--- src/rtl/motor_seq_pkg.sv ---
// ============================================================================
// motor_seq_pkg : shared types and ramp arithmetic for motor_cmd_sequencer
// Rev 1.0
// ============================================================================
`default_nettype none

package motor_seq_pkg;

  typedef enum logic [2:0] {
    S_IDLE  = 3'd0,
    S_RAMP  = 3'd1,
    S_HOLD  = 3'd2,
    S_DECEL = 3'd3,
    S_HALT  = 3'd4
  } seq_state_t;

  typedef logic signed [31:0] rot_v_t;
  typedef logic [15:0]        step_t;

  function automatic int calc_tick_div(input int clk_freq, input int tick_hz);
    return clk_freq / tick_hz;
  endfunction

  // Moves cur toward goal by at most step; the 33-bit difference cannot overflow.
  function automatic rot_v_t clamp_step(input rot_v_t cur, input rot_v_t goal, input step_t step);
    logic signed [32:0] diff;
    logic signed [32:0] mag;
    logic signed [32:0] step_x;
    rot_v_t             step_s;
    diff   = {goal[31], goal} - {cur[31], cur};
    mag    = diff[32] ? -diff : diff;
    step_x = $signed({17'd0, step});
    step_s = $signed({16'd0, step});
    if (mag <= step_x) begin
      return goal;
    end
    return diff[32] ? (cur - step_s) : (cur + step_s);
  endfunction

endpackage

`default_nettype wire

--- src/rtl/tick_gen.sv ---
// ============================================================================
// tick_gen : free-running prescaler, one-cycle strobe every DIV clocks
// Rev 1.0
// ============================================================================
`default_nettype none

module tick_gen #(
  parameter int DIV = 10
) (
  input  logic clk200M,
  input  logic rstn,
  output logic tick
);

  localparam int CNT_W = (DIV > 1) ? $clog2(DIV) : 1;
  localparam logic [CNT_W-1:0] CNT_MAX = CNT_W'(DIV - 1);

  logic [CNT_W-1:0] cnt_q;
  logic [CNT_W-1:0] cnt_d;

  always_comb begin
    cnt_d = cnt_q + 1'b1;
    if (cnt_q == CNT_MAX) begin
      cnt_d = '0;
    end
  end

  always_ff @(posedge clk200M) begin
    if (!rstn) begin
      cnt_q <= '0;
    end else begin
      cnt_q <= cnt_d;
    end
  end

  assign tick = (cnt_q == CNT_MAX);

endmodule

`default_nettype wire

--- src/rtl/motor_cmd_sequencer.sv ---
// ============================================================================
// motor_cmd_sequencer : slew-limited L/R setpoints with watchdog and estop
// Rev 1.0
// ============================================================================
`default_nettype none

module motor_cmd_sequencer
  import motor_seq_pkg::*;
#(
  parameter int CLK_FREQ     = 200_000_000,
  parameter int TICK_HZ      = 1000,
  parameter int DEFAULT_STEP = 16,
  parameter int WDT_TICKS    = 200
) (
  input  logic        clk200M,
  input  logic        rstn,
  input  logic        cmd_valid,
  output logic        cmd_ready,
  input  logic [31:0] cmd_r_target,
  input  logic [31:0] cmd_l_target,
  input  logic [15:0] cmd_step,
  input  logic        estop,
  output logic [31:0] r_target_rot_v,
  output logic [31:0] l_target_rot_v,
  output logic [2:0]  seq_state,
  output logic        busy,
  output logic        wdt_expired
);

  localparam int TICK_DIV = calc_tick_div(CLK_FREQ, TICK_HZ);
  localparam int WDT_W    = $clog2(WDT_TICKS + 1);
  localparam logic [WDT_W-1:0] WDT_LIMIT = WDT_W'(WDT_TICKS);
  localparam step_t DEF_STEP = step_t'(DEFAULT_STEP);

  seq_state_t       state_q, state_d;
  rot_v_t           r_cur_q, r_cur_d, l_cur_q, l_cur_d;
  rot_v_t           r_goal_q, r_goal_d, l_goal_q, l_goal_d;
  step_t            step_q, step_d;
  logic [WDT_W-1:0] wdt_q, wdt_d, wdt_inc;
  logic             wdt_exp_q, wdt_exp_d;
  logic             tick;
  logic             accept;
  rot_v_t           r_next, l_next;

  tick_gen #(
    .DIV (TICK_DIV)
  ) u_tick_gen (
    .clk200M (clk200M),
    .rstn    (rstn),
    .tick    (tick)
  );

  assign cmd_ready = ((state_q == S_IDLE) || (state_q == S_RAMP) || (state_q == S_HOLD)) && !estop;
  assign accept    = cmd_valid && cmd_ready;
  assign r_next    = clamp_step(r_cur_q, r_goal_q, step_q);
  assign l_next    = clamp_step(l_cur_q, l_goal_q, step_q);
  assign wdt_inc   = wdt_q + 1'b1;

  always_comb begin
    state_d   = state_q;
    r_cur_d   = r_cur_q;
    l_cur_d   = l_cur_q;
    r_goal_d  = r_goal_q;
    l_goal_d  = l_goal_q;
    step_d    = step_q;
    wdt_d     = wdt_q;
    wdt_exp_d = wdt_exp_q;

    if (estop) begin
      state_d  = S_HALT;
      r_cur_d  = '0;
      l_cur_d  = '0;
      r_goal_d = '0;
      l_goal_d = '0;
      wdt_d    = '0;
    end else begin
      case (state_q)
        S_IDLE: begin
          r_cur_d = '0;
          l_cur_d = '0;
        end
        S_RAMP: begin
          if (tick) begin
            r_cur_d = r_next;
            l_cur_d = l_next;
            if ((r_next == r_goal_q) && (l_next == l_goal_q)) begin
              state_d = S_HOLD;
            end
          end
        end
        S_HOLD: begin
        end
        S_DECEL: begin
          r_goal_d = '0;
          l_goal_d = '0;
          if ((r_cur_q == '0) && (l_cur_q == '0)) begin
            state_d = S_IDLE;
          end else if (tick) begin
            r_cur_d = r_next;
            l_cur_d = l_next;
            if ((r_next == '0) && (l_next == '0)) begin
              state_d = S_IDLE;
            end
          end
        end
        S_HALT: begin
          r_cur_d = '0;
          l_cur_d = '0;
          state_d = S_IDLE;
        end
        default: begin
          state_d = S_IDLE;
        end
      endcase

      // Trip overrides the tick step's state change; an accept overrides the trip.
      if (tick && ((state_q == S_RAMP) || (state_q == S_HOLD))) begin
        wdt_d = wdt_inc;
        if (wdt_inc == WDT_LIMIT) begin
          wdt_d = '0;
          if ((r_goal_q != '0) || (l_goal_q != '0)) begin
            state_d   = S_DECEL;
            wdt_exp_d = 1'b1;
            r_goal_d  = '0;
            l_goal_d  = '0;
          end else begin
            state_d = S_IDLE;
            r_cur_d = '0;
            l_cur_d = '0;
          end
        end
      end

      if (accept) begin
        state_d   = S_RAMP;
        r_goal_d  = cmd_r_target;
        l_goal_d  = cmd_l_target;
        step_d    = (cmd_step == '0) ? DEF_STEP : cmd_step;
        wdt_d     = '0;
        wdt_exp_d = 1'b0;
      end
    end
  end

  always_ff @(posedge clk200M) begin
    if (!rstn) begin
      state_q   <= S_IDLE;
      r_cur_q   <= '0;
      l_cur_q   <= '0;
      r_goal_q  <= '0;
      l_goal_q  <= '0;
      step_q    <= DEF_STEP;
      wdt_q     <= '0;
      wdt_exp_q <= 1'b0;
    end else begin
      state_q   <= state_d;
      r_cur_q   <= r_cur_d;
      l_cur_q   <= l_cur_d;
      r_goal_q  <= r_goal_d;
      l_goal_q  <= l_goal_d;
      step_q    <= step_d;
      wdt_q     <= wdt_d;
      wdt_exp_q <= wdt_exp_d;
    end
  end

  assign r_target_rot_v = r_cur_q;
  assign l_target_rot_v = l_cur_q;
  assign seq_state      = state_q;
  assign busy           = (state_q == S_RAMP) || (state_q == S_DECEL);
  assign wdt_expired    = wdt_exp_q;

endmodule

`default_nettype wire

--- config.mk ---
export PLATFORM = sky130hd
export DESIGN_NAME = motor_cmd_sequencer
export DESIGN_NICKNAME = d
export VERILOG_FILES = /design/src/rtl/motor_seq_pkg.sv /design/src/rtl/tick_gen.sv /design/src/rtl/motor_cmd_sequencer.sv
export SDC_FILE = /design/constraint.sdc
export NUM_CORES = 1
export LEC_CHECK = 0
export CORE_MARGIN = 2
export CORE_UTILIZATION = 40
export DETAILED_ROUTE_END_ITERATION = 16
export PLACE_DENSITY = 0.62
export SETUP_SLACK_MARGIN = 0.15
export SLEW_MARGIN = 25
export SYNTH_ARGS = -nofsm -noshare
export SYNTH_HDL_FRONTEND = slang
export SYNTH_SLANG_ARGS = --single-unit
--- constraint.sdc ---
create_clock -name clk200M -period 8.7 [get_ports clk200M]
set_clock_uncertainty 0.05 [all_clocks]
set_input_delay 1.74 -clock clk200M [delete_from_list [all_inputs] [get_ports clk200M]]
set_output_delay 1.74 -clock clk200M [all_outputs]
set_load 0.02 [all_outputs]
==> metrics.md, run 1 <==
| Metric | Value |
|---|---|
| Status | complete, no violations |
| Initial DRC Count | 1810 |
| Final #Nets | 3000 |
| Area Overhead vs Synth | 17.67% |
| CP max FO | 5 |
| Clk root buf | clkbuf_16 |
| Starting Density | 40.48% |
| Max-cap viol count | 0 |
| Antenna violations before repair | 1 |
| DR vias | 21.02k |
| NetSw | approximately 1.7 mW |
| Sink Count | 174 |
| CP endpoint kind | flop |
| Sw Ratio | 45.46% |
| Synth area leaders | dfxtp_1, ha_1, xnor2_1, nor2_1, a21oi_1 |
| Detailed-placement wirelength estimate | 63.21 mm |
| Met1 wire length | 34.60 mm |
| Crit path max-delay cell type | or4b_1 |
| Non-filler cells in the finished layout | approximately 3.4k |
| Fmax | about 120 MHz |
| Ys async rst share | 0% |
| Share of cells above drive strength 1 | ~7.1% |
| YS warnings | 0 |
| Rows | 80 |
| CTS Buf Count | 17 |
| Worst Max-Slew Pin Slew | between 1000 and 1500 ps |
| Synth Flop Type | dfxtp_1 |
| Pwr Density | 162.2 nW/um2 |
| Synth Net Count | 2836 |
| Seq/Total Area, Yosys | 18.02% |
| Layout fillers | 4797 |
| Vias/cell | 6.225 |
| Number of flops mapped to enable cells by yosys | 0 |
| Worst-Skew Late Latency | around 530 ps |
| # port buffers | 153 |
| CTS tree | yes |
| Top-count cell post-synth | nor2_1 |
| Residual DRC | 0 |
| DP Area | between 20000 and 25000 um2 |
| Fin crit period | roughly 8200 ps |
| Worst hold path class | flop to flop |
| Clk network pwr share | 23.0% |
| Final setup TNS | 0 ps |
| Worst path required time | 9050 ps |
| Synth top area share | 18.02% |
| CTS max path bufs | 2 |
| GP Congestion | 0.9611 |
| Met3 WL post-DR | 4.503 mm |
| Fin Hold WS | 402.7 ps |
| Most used cell, CP | or4_1 |
| Sequential share of power | between 20% and 30% |
| Metal2 WL | 36.91 mm |
| Startpoint Class | flop |
| Cell taking the most area after synthesis | dfxtp_1 |
| Total gr overflow | 0 |
| Uppermost layer routed | met5 |
| # IOs | 154 |
| CTS H-tree lvls | 4 |
| Lkg Pwr | 9.299 nW |
| RSZ-0062 raised after global routing | false |
| DIE HEIGHT | 223.8 um |
| First-pass GRT wire length | 120.8 mm |
| First-pass DRT Iterations | 5 |
| Cells after DPL | 3343 |
| Mean area per synthesized cell | 7.480 um2 |
| Slew Limit Headroom | around 28% |
| Fin. max-slew vios | 0 |
| Peak VDD IR | 0.0001585 V |
| Worst path max stage delay | 570 ps |
| Clock slew at reported path FFs | 80 ps |
| Ant diodes | 0 |
| Final period utilization | 94.73% |
| Die width | 223.8 um |
| Post-synth top cells | nor2_1, nand2_1, dfxtp_1 |
| Worst setup path category | flop to flop |
| Final ANT Viol Nets | 0 |
| Synthesized instance count | about 2.6k |
| Final setup fails | 0 |
| Comb pwr share | 54.3% |
| Die Area | 50100 um2 |
| Yosys reg bits | 174 |
| Gr usage total | 31.33% |
| Pwr Total | about 3.7 mW |
| Final-report hold violation count | 0 |
| Largest net degree at the start of global routing | 67 |
| Per-cell routed wire length | approximately 24 um |
| Internal power | between 2 and 2.5 mW |
| Core area | 47750 um2 |
| Fin area | 22740 um2 |
| Total Wirelength | around 79 mm |
| Synth unique cells | 91 |
| WP data arrival | 8590 ps |
| Mapped cell area | between 15000 and 20000 um2 |
| Vias in the first global route | around 20k |
## registers in the layout, indices dropped and copies added (netlist names)
signal,count
seq_state,3
wdt_expired,1
wdt_q,8
r_goal_q,32
step_q,16
l_goal_q,32
l_target_rot_v,32
r_target_rot_v,32
u_tick_gen.cnt_q,18
## final cells by class
type | instances | area (um2) | share of cell area (%)
clock buffer | 17 | 425.4 | 1.870
clock inverter | 15 | 191.4 | 0.8417
inverter | 137 | 514.2 | 2.261
multi-input combinational | 2156 | 15010 | 66.00
sequential | 174 | 3483 | 15.32
tap | 615 | 769.5 | 3.383
timing repair buffer | 262 | 2350 | 10.33
## critical path, delay by kind of cell, from the launching register on
| family | cells | cell delay [ps] |
|---|---|---|
| muxes | 1 | 270 |
| buffers and inverters | 2 | 260 |
| adders and majority gates | 3 | 930 |
| AOI/OAI and AO/OA | 8 | 1650 |
| and+or+nand+nor | 12 | 4320 |
| xor gates and xnor gates | 2 | 320 |
| DFF | 1 | 350 |
## timing repair
action / CTS / global route
hold buffers: 0 / 0
resized for setup: 0 / 17
endpoints found under the setup margin: 0 / 2
buffers inserted: 0 / 1
## power by group through the flow
stage	Combinational [mW]	Clock, mW	Sequential (mW)
finish	2.00	0.849	0.836
global route	2.18	0.891	0.837
CTS	1.95	0.866	0.835
detailed placement	1.94	0	0.853
global placement	1.93	0	0.854
floorplan	1.37	0	0.843
## worst paths after layout
path / startpoint / endpoint / slack [ps] / cells after the start
max: l_goal_q[0] / seq_state[0] / 460 / 28
min: u_tick_gen.cnt_q[0] / u_tick_gen.cnt_q[0] / 400 / 1
max reg2reg: l_goal_q[0] / seq_state[0] / 460 / 28
min reg2reg: u_tick_gen.cnt_q[0] / u_tick_gen.cnt_q[0] / 400 / 1
## through the flow
step                      setup WS (ps)  util, %
final                             458.3    47.63
after global routing              106.6    47.63
after CTS                         156.1    47.46
after detailed placement          242.8    46.17
after global placement            346.9    46.16
after floorplan                   257.9        -
## kinds of logic after synthesis
| family | after synthesis | synth area share [%] |
|---|---|---|
| AND/OR/NAND/NOR | 893 | 23.17 |
| AO/OA/AOI/OAI | 780 | 27.60 |
| buffers and inverters | 254 | 5.030 |
| XOR/XNOR | 236 | 10.69 |
| flip-flops | 174 | 18.02 |
| adder cells (fa/ha/maj) | 168 | 11.03 |
| multiplexers | 79 | 4.447 |
## routing by layer
layer | GRT usage, % | vias to the layer above
met4 | 14.58 | 2
li1 | - | 9957
met2 | 51.91 | 737
met3 | 5.037 | 163
met5 | 0 | -
met1 | 39.85 | 10160
## placed cells by master, fill, tap and decap left out, drive strengths merged, types with 17 or more instances in the layout
cell           netlist  layout
inv                136     144
nor2b               19      19
nor4                60      60
ha                 164     164
mux2i               27      27
or3                 23      23
mux2                52      52
nand4               54      54
o2111ai             17      17
dfxtp              174     174
nand2              188     188
a31oi               30      30
nand2b              30      30
clkbuf             105      17
buf                 12     109
nand3               63      63
and3                32      32
xor2                86      86
a21oi              169     169
a211oi              26      26
a22o                76      76
o211ai              20      20
o21a                19      19
a21o                51      51
clkdlybuf4s50        0     153
a22oi               66      66
and2                29      29
xnor2              150     150
nor3                64      64
o21ai              158     158
nor2               250     250
No activity file was read; power rests on OpenSTA's default activity.
==> inputs of run 2 (changes only) <==
--- a/config.mk
+++ b/config.mk
@@ -5,12 +5,13 @@
 export SDC_FILE = /design/constraint.sdc
 export NUM_CORES = 1
 export LEC_CHECK = 0
+export CAP_MARGIN = 20
 export CORE_MARGIN = 2
 export CORE_UTILIZATION = 40
 export DETAILED_ROUTE_END_ITERATION = 16
 export PLACE_DENSITY = 0.62
 export SETUP_SLACK_MARGIN = 0.15
-export SLEW_MARGIN = 25
+export SLEW_MARGIN = 20
 export SYNTH_ARGS = -nofsm -noshare
 export SYNTH_HDL_FRONTEND = slang
 export SYNTH_SLANG_ARGS = --single-unit
==> run 2 against run 1 <==
Wire length up 0.44%. Design area about the same. Critical path type unchanged. Highest routed layer is now met4. Final cell count about the same. Count of clock-buffer cells in the layout unchanged. Power up 0.32%. Core utilization about the same. Critical path depth up 1. Largest cell class unchanged. First-iteration DRC count up 2.0%. Maximum frequency down 0.97%.
==> metrics.md, run 2 (same netlist as run 1, synthesis figures left out) <==
| Metric | Value |
|---|---|
| Startpoint Class | flop |
| Met3 WL post-DR | 4.507 mm (about the same) |
| Antenna violations before repair | 0 (-1) |
| CP max FO | 5 (unchanged) |
| Die Area | 50100 um2 (unchanged) |
| Final period utilization | 95.66% (+0.93 points) |
| Gr usage total | 31.34% (about the same) |
| CP endpoint kind | flop |
| Pwr Total | 3.700 mW (+0.32%) |
| Total gr overflow | 0 (unchanged) |
| Pwr Density | 162.6 nW/um2 (+0.27%) |
| Worst hold path class | flop to flop |
| WP data arrival | 8660 ps (+70 ps) |
| Status | complete, no violations |
| Hold buffers post-CTS | 0 (unchanged) |
| Buf+Inv Stages, Crit Path | 3 (+1) |
| Initial DRC Count | 1846 (+2.0%) |
| Clk root buf | clkbuf_16 |
| Worst setup path category | flop to flop |
| # port buffers | 153 (unchanged) |
| Fin crit period | 8322 ps (+80.78 ps) |
| Detailed-placement wirelength estimate | 63.06 mm (-0.24%) |
| Slew Limit Headroom | 19.21% (-9.2 points) |
| Final setup fails | 0 (unchanged) |
| Peak VDD IR | 0.0001528 V (-3.6%) |
| Worst path top cell family by delay | simple AND/OR/NAND/NOR gates |
| Die width | 223.8 um (unchanged) |
| CTS max path bufs | 2 (unchanged) |
| Most frequent cells in the layout | nor2_1, nand2_1, dfxtp_1 |
| Ant diodes | 0 (unchanged) |
| Most used cell, CP | or4_1 |
| Final setup TNS | 0 ps (unchanged) |
| Total Wirelength | 79.82 mm (+0.44%) |
| Vias/cell | 6.228 (about the same) |
| Worst-Skew Late Latency | 510 ps (-20 ps) |
| Fmax | 120.2 MHz (-0.97%) |
| Max-cap viol count | 0 (unchanged) |
| First-pass GRT wire length | 120.9 mm (about the same) |
| Area Overhead vs Synth | 17.73% (about the same) |
| RSZ-0062 raised after global routing | false |
| CTS tree | yes |
| GP Congestion | 0.9611 (unchanged) |
| # IOs | 154 (unchanged) |
| Core area | 47750 um2 (unchanged) |
| Met1 wire length | 34.68 mm (+0.24%) |
| CTS Buf Count | 17 (unchanged) |
| Commonest non-fill, non-tap cell in the layout | nor2_1 |
| Sink Count | 174 (unchanged) |
| Worst path required time | 9040 ps (about the same) |
| Per-cell routed wire length | 23.62 um (+0.35%) |
| DIE HEIGHT | 223.8 um (unchanged) |
| Crit path max-delay cell type | or4b_1 |
| Vias in the first global route | 20.16k (+0.44%) |
| Lkg Pwr | 9.315 nW (+0.17%) |
| Uppermost layer routed | met4 |
| Final #Nets | 3004 (+0.13%) |
| Worst path max stage delay | 580 ps (about the same) |
| DR vias | 21.04k (+0.12%) |
| Worst Max-Slew Pin Slew | 1201 ps (+129.2 ps) |
| Largest net degree at the start of global routing | 67 (unchanged) |
| Starting Density | 40.48% (unchanged) |
| Clock slew at reported path FFs | 70 ps (about the same) |
| Final ANT Viol Nets | 0 (unchanged) |
| CTS H-tree lvls | 4 (unchanged) |
| Residual DRC | 0 (unchanged) |
| Share of cells above drive strength 1 | 7.127% (+0.028 points) |
| Rows | 80 (unchanged) |
| Metal2 WL | 37.27 mm (+0.99%) |
| Final-report hold violation count | 0 (unchanged) |
| First-pass DRT Iterations | 6 (+1) |
| Fin. max-slew vios | 0 (unchanged) |
[run 2: worst reg2reg max path, delay by kind of cell (launching register included)]
kind / cells / cell delay [ps]
and+or+nand+nor: 11 / 4200
AOI/OAI and AO/OA: 10 / 2020
adders and majority gates: 3 / 920
DFF: 1 / 340
buffers and inverters: 3 / 270
muxes: 1 / 270
xor gates and xnor gates: 1 / 150
[run 2: final cells by class]
cell class / instances / area, um2
well taps: 615 / 769.5
clock inverters: 14 / 182.7
fillers: 4803 / 24990
flip-flops and latches: 174 / 3483
clock buffers: 17 / 425.4
repair buffers: 266 / 2380
inverters: 137 / 514.2
multi-input cells: 2156 / 15000
[run 2: timing repair]
item                                    in CTS  in global routing
pin swaps                                    0                  4
endpoints found under the setup margin       1                  2
setup buffers                                0                  5
resized for setup                            1                 15
[run 2: per-stage QoR]
stage | util, % | hold WS (ps) | instances | setup slack (ps) | area (um2)
2_1_floorplan | - | 367.5 | 2584 | 257.9 | 19340
3_3_place_gp | 46.16 | 383.9 | 3343 | 346.9 | 22040
3_5_place_dp | 46.16 | 388.5 | 3343 | 229.0 | 22040
4_1_cts | 47.43 | 403.5 | 3374 | 230.2 | 22650
5_1_grt | 47.66 | 441.8 | 3379 | 142.0 | 22760
6_report | 47.66 | 398.6 | 3379 | 377.5 | 22760
[run 2: worst paths after layout]
path / cells past startpoint / start / endpoint / slack, ps
worst max-delay path: 29 / l_goal_q[0] / seq_state[0] / 380
worst min-delay path: 1 / u_tick_gen.cnt_q[0] / u_tick_gen.cnt_q[0] / 400
worst max register to register: 29 / l_goal_q[0] / seq_state[0] / 380
worst min register to register: 1 / u_tick_gen.cnt_q[0] / u_tick_gen.cnt_q[0] / 400
[run 2: power by group]
group | internal (mW) | total (mW) | switching, mW
Combinational | 0.793 | 2.01 | 1.22
Clock | 0.456 | 0.850 | 0.394
Sequential | 0.811 | 0.836 | 0.0256
[run 2: routing by layer]
metal,vias up,track usage [%]
li1,9974,-
met1,10150,39.92
met2,769,52.72
met3,148,4.250
met4,0,14.00
met5,-,0
